**src/rtl/spi_pkg.sv**
```systemverilog
// Shared types and helpers for the spi_mem arbiter: bus widths, FSM state
// encoding and the rotating-priority pick function.
package spi_pkg;

  localparam int unsigned ADDR_W  = 7;
  localparam int unsigned DATA_W  = 16;
  localparam int unsigned MAX_REQ = 8;

  typedef enum logic [2:0] {
    StIdle,
    StIssue,
    StWrStrobe,
    StRdWait,
    StResp
  } arb_state_t;

  // First set bit at or above ptr, wrapping. Unused upper bits must be zero, so
  // wrapping mod MAX_REQ yields the same order as wrapping mod NUM_REQ.
  function automatic logic [2:0] rr_pick(input logic [MAX_REQ-1:0] req, input logic [2:0] ptr);
    logic [2:0] idx;
    rr_pick = ptr;
    for (int i = MAX_REQ - 1; i >= 0; i--) begin
      idx = ptr + 3'(i);
      if (req[idx]) rr_pick = idx;
    end
  endfunction

endpackage

```
**src/rtl/rr_arbiter.sv**
```systemverilog
// Combinational rotating-priority arbiter: request vector and pointer in, one-hot grant
// and index out. SPI_MEM_ARB_PRIO0_EN gives requester 0 absolute priority.
module rr_arbiter
  import spi_pkg::*;
#(
  parameter int unsigned NUM_REQ = 2
) (
  input  logic [NUM_REQ-1:0] req,
  input  logic [2:0]         rr_ptr,
  output logic [NUM_REQ-1:0] gnt,
  output logic [2:0]         gnt_idx,
  output logic               any
);

  logic [MAX_REQ-1:0] req_ext;

  assign any = |req;

  always_comb begin
    req_ext = '0;
    req_ext[NUM_REQ-1:0] = req;
`ifdef SPI_MEM_ARB_PRIO0_EN
    // With req[0] low the rotate only ever sees requesters 1..NUM_REQ-1.
    if (req[0]) gnt_idx = 3'd0;
    else        gnt_idx = rr_pick(req_ext, rr_ptr);
`else
    gnt_idx = rr_pick(req_ext, rr_ptr);
`endif
    gnt = '0;
    for (int i = 0; i < NUM_REQ; i++) gnt[i] = any && (gnt_idx == 3'(i));
  end

endmodule

```
**src/rtl/spi_mem_arbiter.sv**
```systemverilog
// Shares the single-port spi_mem between NUM_REQ requesters and sequences the memory pins.
// Build option SPI_MEM_ARB_PRIO0_EN: requester 0 (SPI slave) always wins in IDLE.
module spi_mem_arbiter
  import spi_pkg::*;
#(
  parameter int unsigned NUM_REQ    = 2,
  parameter int unsigned MEM_RD_LAT = 1
) (
  input  logic                      clk,
  input  logic                      reset_n,
  input  logic [NUM_REQ-1:0]        req,
  input  logic [NUM_REQ-1:0]        req_rwb,
  input  logic [NUM_REQ*ADDR_W-1:0] req_add,
  input  logic [NUM_REQ*DATA_W-1:0] req_wdata,
  output logic [NUM_REQ-1:0]        ack,
  output logic [DATA_W-1:0]         rdata,
  output logic                      busy,
  output logic [2:0]                gnt_id,
  output logic [ADDR_W-1:0]         mem_add,
  output logic [DATA_W-1:0]         mem_data_in,
  output logic                      mem_rwb,
  input  logic [DATA_W-1:0]         mem_data_out
);

  arb_state_t          state_q, state_d;
  logic [NUM_REQ-1:0]  gnt_oh_q, gnt_oh_d, ack_q, ack_d, win_oh;
  logic [2:0]          gnt_id_q, gnt_id_d, rr_ptr_q, rr_ptr_d, win_idx, ptr_inc;
  logic [ADDR_W-1:0]   mem_add_q, mem_add_d, win_add;
  logic [DATA_W-1:0]   wdata_q, wdata_d, rdata_q, rdata_d, win_wdata;
  logic                rd_q, rd_d, mem_rwb_q, mem_rwb_d, win_rd, win_any;
  logic [1:0]          cnt_q, cnt_d;

  rr_arbiter #(
    .NUM_REQ(NUM_REQ)
  ) u_rr_arbiter (
    .req    (req),
    .rr_ptr (rr_ptr_q),
    .gnt    (win_oh),
    .gnt_idx(win_idx),
    .any    (win_any)
  );

  always_comb begin
    win_add   = '0;
    win_wdata = '0;
    win_rd    = 1'b0;
    for (int i = 0; i < NUM_REQ; i++) begin
      if (win_oh[i]) begin
        win_add   |= req_add[i*ADDR_W +: ADDR_W];
        win_wdata |= req_wdata[i*DATA_W +: DATA_W];
        win_rd    |= req_rwb[i];
      end
    end
  end

  assign ptr_inc = (gnt_id_q == 3'(NUM_REQ - 1)) ? 3'd0 : gnt_id_q + 3'd1;

  always_comb begin
    state_d   = state_q;
    gnt_oh_d  = gnt_oh_q;
    gnt_id_d  = gnt_id_q;
    rr_ptr_d  = rr_ptr_q;
    mem_add_d = mem_add_q;
    wdata_d   = wdata_q;
    rdata_d   = rdata_q;
    rd_d      = rd_q;
    mem_rwb_d = mem_rwb_q;
    cnt_d     = cnt_q;
    ack_d     = '0;
    unique case (state_q)
      StIdle: begin
        if (win_any) begin
          gnt_oh_d  = win_oh;
          gnt_id_d  = win_idx;
          mem_add_d = win_add;
          wdata_d   = win_wdata;
          rd_d      = win_rd;
          state_d   = StIssue;
        end
      end
      StIssue: begin
        if (rd_q) begin
          cnt_d   = 2'(MEM_RD_LAT - 1);
          state_d = StRdWait;
        end else begin
          mem_rwb_d = 1'b0;
          state_d   = StWrStrobe;
        end
      end
      StWrStrobe: begin
        mem_rwb_d = 1'b1;
        ack_d     = gnt_oh_q;
        state_d   = StResp;
      end
      StRdWait: begin
        if (cnt_q == 2'd0) begin
          rdata_d = mem_data_out;
          ack_d   = gnt_oh_q;
          state_d = StResp;
        end else begin
          cnt_d = cnt_q - 2'd1;
        end
      end
      StResp: begin
`ifdef SPI_MEM_ARB_PRIO0_EN
        if (gnt_id_q != 3'd0) rr_ptr_d = ptr_inc;
`else
        rr_ptr_d = ptr_inc;
`endif
        state_d = StIdle;
      end
      default: state_d = StIdle;
    endcase
  end

  always_ff @(posedge clk or negedge reset_n) begin
    if (!reset_n) begin
      state_q   <= StIdle;
      gnt_oh_q  <= '0;
      gnt_id_q  <= 3'd0;
      rr_ptr_q  <= 3'd0;
      mem_add_q <= '0;
      wdata_q   <= '0;
      rdata_q   <= '0;
      rd_q      <= 1'b0;
      mem_rwb_q <= 1'b1;
      cnt_q     <= 2'd0;
      ack_q     <= '0;
    end else begin
      state_q   <= state_d;
      gnt_oh_q  <= gnt_oh_d;
      gnt_id_q  <= gnt_id_d;
      rr_ptr_q  <= rr_ptr_d;
      mem_add_q <= mem_add_d;
      wdata_q   <= wdata_d;
      rdata_q   <= rdata_d;
      rd_q      <= rd_d;
      mem_rwb_q <= mem_rwb_d;
      cnt_q     <= cnt_d;
      ack_q     <= ack_d;
    end
  end

  assign ack         = ack_q;
  assign rdata       = rdata_q;
  assign busy        = (state_q != StIdle);
  assign gnt_id      = gnt_id_q;
  assign mem_add     = mem_add_q;
  assign mem_data_in = wdata_q;
  assign mem_rwb     = mem_rwb_q;

endmodule

```
**config.mk**
```make
export PLATFORM = sky130hd
export DESIGN_NAME = spi_mem_arbiter
export DESIGN_NICKNAME = d
export VERILOG_FILES = /design/src/rtl/spi_pkg.sv /design/src/rtl/rr_arbiter.sv /design/src/rtl/spi_mem_arbiter.sv
export SDC_FILE = /design/constraint.sdc
export NUM_CORES = 1
export LEC_CHECK = 0
export BUFFER_PORTS_ARGS = -buffer_cell sky130_fd_sc_hd__buf_2
export CORE_MARGIN = 2
export CORE_UTILIZATION = 43
export CTS_CLUSTER_DIAMETER = 60
export DETAILED_ROUTE_END_ITERATION = 12
export PLACE_DENSITY = 0.81
export SYNTH_ARGS = -nofsm -noshare
export SYNTH_HDL_FRONTEND = slang
export SYNTH_HIERARCHICAL = 1
export SYNTH_SLANG_ARGS = --single-unit
```
**constraint.sdc**
```tcl
create_clock -name clk -period 2.3 [get_ports clk]
set_input_delay 0.23 -clock clk [delete_from_list [all_inputs] [get_ports clk]]
set_output_delay 0.23 -clock clk [all_outputs]
set_load 0.005 [all_outputs]
```
==> results of run 1 <==
-- routing by layer --
| layer | up-vias | part of all wire, % | global-route usage (%) |
|---|---|---|---|
| met1 | 1033 | 42 | 22.1 |
| met3 | 5 | 6.5 | 4.24 |
| li1 | 1077 | - | - |
| met2 | 82 | 50 | 30.2 |
| met5 | - | 0 | 0 |
| met4 | 0 | 1.1 | 5.41 |
-- power groups by stage --
stage	combinational (mW)	sequential (mW)	clock, mW
after detailed placement	2.27	1.74	0
after floorplan	1.47	1.75	0
after global routing	2.73	1.80	0.720
after global placement	2.21	1.73	0
after CTS	2.28	1.73	0.673
final	2.45	1.74	0.649
-- kinds of logic (layout without fill, tap and decap cells) --
family / after synthesis / after routing
muxes: 24 / 24
AOI/OAI and AO/OA: 78 / 78
DFF: 56 / 56
buffers and inverters: 23 / 141
xor gates and xnor gates: 1 / 1
and+or+nand+nor: 51 / 51
adders and majority gates: 3 / 3
-- area by class of cell --
type	instances	area share [%]
Tap cell	75	2.66
Multi-Input combinational cell	157	33.4
Timing Repair Buffer	125	20.0
Clock inverter	3	1.31
Inverter	8	0.852
Sequential cell	56	39.8
Clock buffer	5	1.95
-- sequential cells by signal, summed over array words and instances, names as in the netlist --
signal and count:
mem_data_in 16, rdata 16, mem_add 7, gnt_id 3
rr_ptr_q 3, state_q 3, ack 2, cnt_q 2
gnt_oh_q 2, mem_rwb 1, rd_q 1
-- worst paths after layout --
kind / startpoint / end / slack (ps)
min in group asynchronous: reset_n / mem_add[1]$_DFFE_PN0P_ / 370
max: rr_ptr_q[0]$_DFFE_PN0N_ / mem_data_in[6]$_DFFE_PN0P_ / 110
min: mem_data_out[12] / rdata[12]$_DFFE_PN0P_ / 150
max reg2reg: rr_ptr_q[0]$_DFFE_PN0N_ / mem_data_in[6]$_DFFE_PN0P_ / 110
min reg2reg: gnt_oh_q[0]$_DFFE_PN0P_ / ack[0]$_DFF_PN0_ / 490
max in group asynchronous: reset_n / mem_rwb$_DFFE_PN1P_ / 1260
-- synth_stat cells (2+ instances only) --
cell type  instances
dfrtp_1           55
a21oi_1           31
nor2_1            28
a22oi_1           24
mux2_2            12
mux2_4            10
inv_1              8
nand2_1            8
o21ai_0            7
clkbuf_1           6
buf_6              5
and2_1             4
a211oi_2           3
buf_2              3
ha_1               3
a211oi_1           2
mux2i_1            2
nand2b_1           2
or3b_1             2
-- critical path, delay by kind of cell, from the launching register on --
kind                       cells  cell delay [ps]
AOI/OAI and AO/OA              6              840
DFF                            1              390
adders and majority gates      1              200
buffers and inverters          4              690
-- what timing repair did --
item	in CTS	in global routing
buffers inserted	0	2
gates resized for setup	0	9
endpoints found under the setup margin	0	25
hold endpoints to repair	17	0
hold buffers	1	0
==> results.json, run 1 <==
{
  "ant_nets": 0,
  "clkTransAtPathRegs_ps": 100,
  "p_sw_mw": 1.80,
  "netlist_instances": 236,
  "synth-compound-area-share_pct": 19.3,
  "required_ps": 2540,
  "dieHeight_um": 82.6,
  "fin_setup_tns_ps": 0,
  "vias": 2197,
  "p_sw_share_pct": 37.2,
  "drtPass1Iterations": 6,
  "max-cap-violations": 0,
  "setup_viol": 0,
  "slowest_stage": "dfrtp_1",
  "wirelength_mm": 6.17,
  "worst-path-max-fanout": 12,
  "pre_cts_ws_ps": 71.6,
  "async_flop_share_pct": 100,
  "yosysWarnings": 6,
  "hpwlAfterDp_mm": 4.44,
  "fin_nets": 424,
  "outcome": "complete, no violations",
  "grt_pass1_vias": 2038,
  "cp-start-kind": "register",
  "ys_types": 40,
  "pwr-share-seq_pct": 35.9,
  "cts_buffers": 5,
  "worstHoldPathCells": 2,
  "synthTopCellsByArea": "dfrtp_1, a22oi_1, a21oi_1",
  "overflow": 0,
  "setup_slack_ps": 112,
  "multi_input_comb_area_sq_mm": 0.00118,
  "power.total_mw": 4.84,
  "yosysSeqAreaShare_pct": 52.8,
  "antenna_found_initial": 0,
  "final_cell_mix": "buf_2, dfrtp_1, a21oi_1, nor2_1, a22oi_1",
  "pwr-share-comb_pct": 50.7,
  "fin_crit_sh_pct": 95.1,
  "end_kind": "register",
  "synth_top_family_by_area": "compound AO/OA/AOI/OAI gates",
  "hold_viol": 0,
  "yosysTopAreaCell": "dfrtp_1",
  "detail_route.wl_per_cell_um": 14.4,
  "grt_start_max_net_pins": 38,
  "stdcell_area_sq_mm": 0.00352,
  "place.gp.congestion": 0.870,
  "max_freq_ghz": 0.457,
  "final-seq-area_sq_mm": 0.00140,
  "leakage_nw": 1.72,
  "n_antenna_cell": 0,
  "hold_ws_ps": 153,
  "io_buffers": 113,
  "clock-sinks": 56,
  "die-width_um": 82.6,
  "reg2regPathDepth": 11,
  "dpl.cell_count": 417,
  "layout_commonest_cell": "buf_2",
  "final_core_util_pct": 59.2,
  "syn2layout_area_growth_pct": 32.6,
  "synth_simple_gate_area_share_pct": 9.79,
  "root_buffer": "clkbuf_8",
  "clkLatencyLatePin_ps": 300,
  "synth_area_sq_mm": 0.00266,
  "clockPowerShare_pct": 13.4,
  "p_per_area_mw_per_mm2": 1370,
  "start_util_pct": 44.6,
  "yosys.area_share.adder_pct": 1.41,
  "fillers": 525,
  "finalNonFillerCells": 429,
  "crit_type": "register to register",
  "num_rows": 28,
  "placed_area_sq_mm": 0.00332,
  "synth_edf_count": 0,
  "ys_ff_latch": 56,
  "grt_usage_pct": 17.6,
  "critPathMaxStageDelay_ps": 390,
  "synth-xor-area-share_pct": 0.329,
  "cts_tree": "done",
  "drive_gt1_share_pct": 47.2,
  "synth_nets": 307,
  "remaining_drc_errors": 0,
  "vias_per_cell": 5.12,
  "grt_pass1_wl_mm": 9.09,
  "slew_headroom_pct": 59.4,
  "cp_cell_sequence": "buf_4 -> ha_1 -> a21boi_2 -> a211oi_2 -> a211oi_2 -> buf_4 -> a211oi_4 -> buf_4 -> clkbuf_16 -> a22oi_1 -> a21oi_1",
  "io_pins": 114,
  "path_common_cell": "buf_4",
  "syn_area_per_cell_sq_um": 11.3,
  "hold_class": "input port to register",
  "muxShareOfSynthArea_pct": 11.5,
  "clock_skew_ps": 7.69,
  "ys_dominant_reg_cell": "dfrtp_1",
  "cts_buffer_depth": 2,
  "p_int_mw": 3.04,
  "ir_drop_uv": 562,
  "maxSlewViolCount": 0,
  "core-area_sq_mm": 0.00596,
  "drtIter0Drc": 81,
  "yosysTopAreaCellShare_pct": 51.8,
  "fin_crit_ps": 2190,
  "die_area_sq_mm": 0.00683,
  "htree_levels": 2,
  "worst_slew_pin_slew_ps": 607,
  "cp_data_arrival_time_ps": 2420
}
No activity file was read; power rests on OpenSTA's default activity.
==> run 2: changes to the inputs <==
--- a/config.mk
+++ b/config.mk
@@ -6,11 +6,14 @@
 export NUM_CORES = 1
 export LEC_CHECK = 0
 export BUFFER_PORTS_ARGS = -buffer_cell sky130_fd_sc_hd__buf_2
+export CAP_MARGIN = 10
 export CORE_MARGIN = 2
 export CORE_UTILIZATION = 43
 export CTS_CLUSTER_DIAMETER = 60
+export CTS_CLUSTER_SIZE = 16
 export DETAILED_ROUTE_END_ITERATION = 12
 export PLACE_DENSITY = 0.81
+export RECOVER_POWER = 50
 export SYNTH_ARGS = -nofsm -noshare
 export SYNTH_HDL_FRONTEND = slang
 export SYNTH_HIERARCHICAL = 1
==> run 2 against run 1 <==
Effect of this change: wire length up 0.42%; sequential power about the same; clock power about the same; register-to-register slack about the same; first-iteration DRC count up 19%; core utilization down 0.61 points; critical path depth unchanged; die area unchanged; final cell count unchanged; via count up 0.18%; sequential share of layout area up 0.41 points; non-clock buffer count unchanged; critical endpoint unchanged; largest power group unchanged.
==> results.json, run 2 (synthesized netlist as in run 1, its figures left out) <==
{
  "outcome": "complete, no violations",
  "crit_type": "register to register",
  "stdcell_area_sq_mm": 0.00349,
  "vias": 2201,
  "fin_crit_sh_pct": 95.3,
  "start_util_pct": 44.6,
  "vias_per_cell": 5.13,
  "setup_viol": 0,
  "io_buffers": 113,
  "pre_cts_ws_ps": 71.6,
  "io_pins": 114,
  "required_ps": 2530,
  "power.total_mw": 4.79,
  "path_common_cell": "buf_4",
  "cts_buffer_depth": 2,
  "grt_pass1_vias": 2038,
  "slowest_stage": "dfrtp_1",
  "worst-path-max-fanout": 12,
  "critPathMaxStageDelay_ps": 390,
  "core-area_sq_mm": 0.00596,
  "r2r-start": "rr_ptr_q[0]$_DFFE_PN0N_",
  "cts_buffers": 5,
  "grt_usage_pct": 17.6,
  "path_buf_inv": 4,
  "leakage_nw": 1.64,
  "reg2reg_setup_slack_ps": 110,
  "remaining_drc_errors": 0,
  "hold_ws_ps": 154,
  "clock_skew_ps": 7.24,
  "max_freq_ghz": 0.456,
  "maxSlewViolCount": 0,
  "final_cell_mix": "buf_2, dfrtp_1, a21oi_1, nor2_1, clkbuf_1",
  "cp_data_arrival_time_ps": 2430,
  "worstHoldPathCells": 2,
  "hold_class": "input port to register",
  "final_core_util_pct": 58.6,
  "slew_headroom_pct": 32.2,
  "ir_drop_uv": 563,
  "cp_top_family": "compound AO/OA/AOI/OAI gates",
  "overflow": 0,
  "ant_nets": 0,
  "grt_start_max_net_pins": 38,
  "worst_slew_pin_slew_ps": 1020,
  "syn2layout_area_growth_pct": 31.2,
  "die_area_sq_mm": 0.00683,
  "antenna_found_initial": 0,
  "max-cap-violations": 0,
  "root_buffer": "clkbuf_8",
  "reg2regPathDepth": 11,
  "hp-start": "mem_data_out[12]",
  "drtPass1Iterations": 4,
  "drive_gt1_share_pct": 39.5,
  "num_rows": 28,
  "dieHeight_um": 82.6,
  "drtIter0Drc": 96,
  "fin_setup_tns_ps": 0,
  "dpl.cell_count": 417,
  "clkTransAtPathRegs_ps": 100,
  "min_to": "rdata[12]$_DFFE_PN0P_",
  "wirelength_mm": 6.20,
  "detail_route.wl_per_cell_um": 14.4,
  "finalNonFillerCells": 429,
  "clock-sinks": 56,
  "layout_commonest_cell": "buf_2",
  "p_per_area_mw_per_mm2": 1370,
  "n_antenna_cell": 0,
  "hold_viol": 0,
  "fin_crit_ps": 2190,
  "setup_slack_ps": 108,
  "grt_pass1_wl_mm": 9.09,
  "cp_cell_sequence": "buf_4 -> ha_1 -> a21boi_2 -> a211oi_2 -> a211oi_2 -> buf_4 -> a211oi_4 -> buf_4 -> clkbuf_16 -> a22oi_1 -> a21oi_1",
  "cts_tree": "done",
  "place.gp.congestion": 0.870,
  "end_kind": "register",
  "r2r_end": "mem_data_in[6]$_DFFE_PN0P_",
  "fin_nets": 424,
  "placed_area_sq_mm": 0.00332,
  "clkLatencyLatePin_ps": 300,
  "die-width_um": 82.6,
  "htree_levels": 2,
  "hpwlAfterDp_mm": 4.44,
  "cp-start-kind": "register"
}
run 2: changes by cell type in the layout (fill, tap and decap cells not counted), sizes merged:
cell and delta:
buf -28, clkbuf +28
run 2: area by class of cell:
class,count,area [sq um]
clock buffers,5,68.8
fillers,541,2470
multi-input cells,157,1180
well taps,75,93.8
inverters,8,30.0
clock inverters,3,46.3
flip-flops and latches,56,1400
repair buffers,125,668
run 2: metal layers:
layer  up-vias  GRT usage (%)  routed length [um]
met2        85           30.2                3110
met4         0           5.41                  86
met3         9           4.24                 365
li1       1074              -                   -
met5         -              0                   0
met1      1033           22.1                2630
run 2: power breakdown:
part | leakage, nW | switching, mW | internal, mW
clock network | 0.0600 | 0.319 | 0.330
registers | 0.667 | 0.295 | 1.45
logic | 0.917 | 1.19 | 1.20
total | 1.64 | 1.81 | 2.98
run 2: worst max path at each step:
stage	from	end	slack (ps)	cells after the start
after detailed placement	rr_ptr_q[0]$_DFFE_PN0N_	mem_data_in[1]$_DFFE_PN0P_	70	9
after global placement	rr_ptr_q[1]$_DFFE_PN0N_	mem_add[1]$_DFFE_PN0P_	150	9
final	rr_ptr_q[0]$_DFFE_PN0N_	mem_data_in[6]$_DFFE_PN0P_	110	11
after global routing	rr_ptr_q[0]$_DFFE_PN0N_	mem_data_in[7]$_DFFE_PN0P_	-10	11
after CTS	rr_ptr_q[0]$_DFFE_PN0N_	mem_data_in[1]$_DFFE_PN0P_	50	9
after floorplan	rr_ptr_q[0]$_DFFE_PN0N_	gnt_oh_q[0]$_DFFE_PN0P_	4	9
run 2: repair_timing:
| action | in CTS | in global routing |
|---|---|---|
| hold buffers | 1 | 0 |
| gates resized for setup | 0 | 9 |
| endpoints found under the setup margin | 0 | 25 |
| setup buffers | 0 | 2 |
| endpoints found under the hold margin | 17 | 0 |
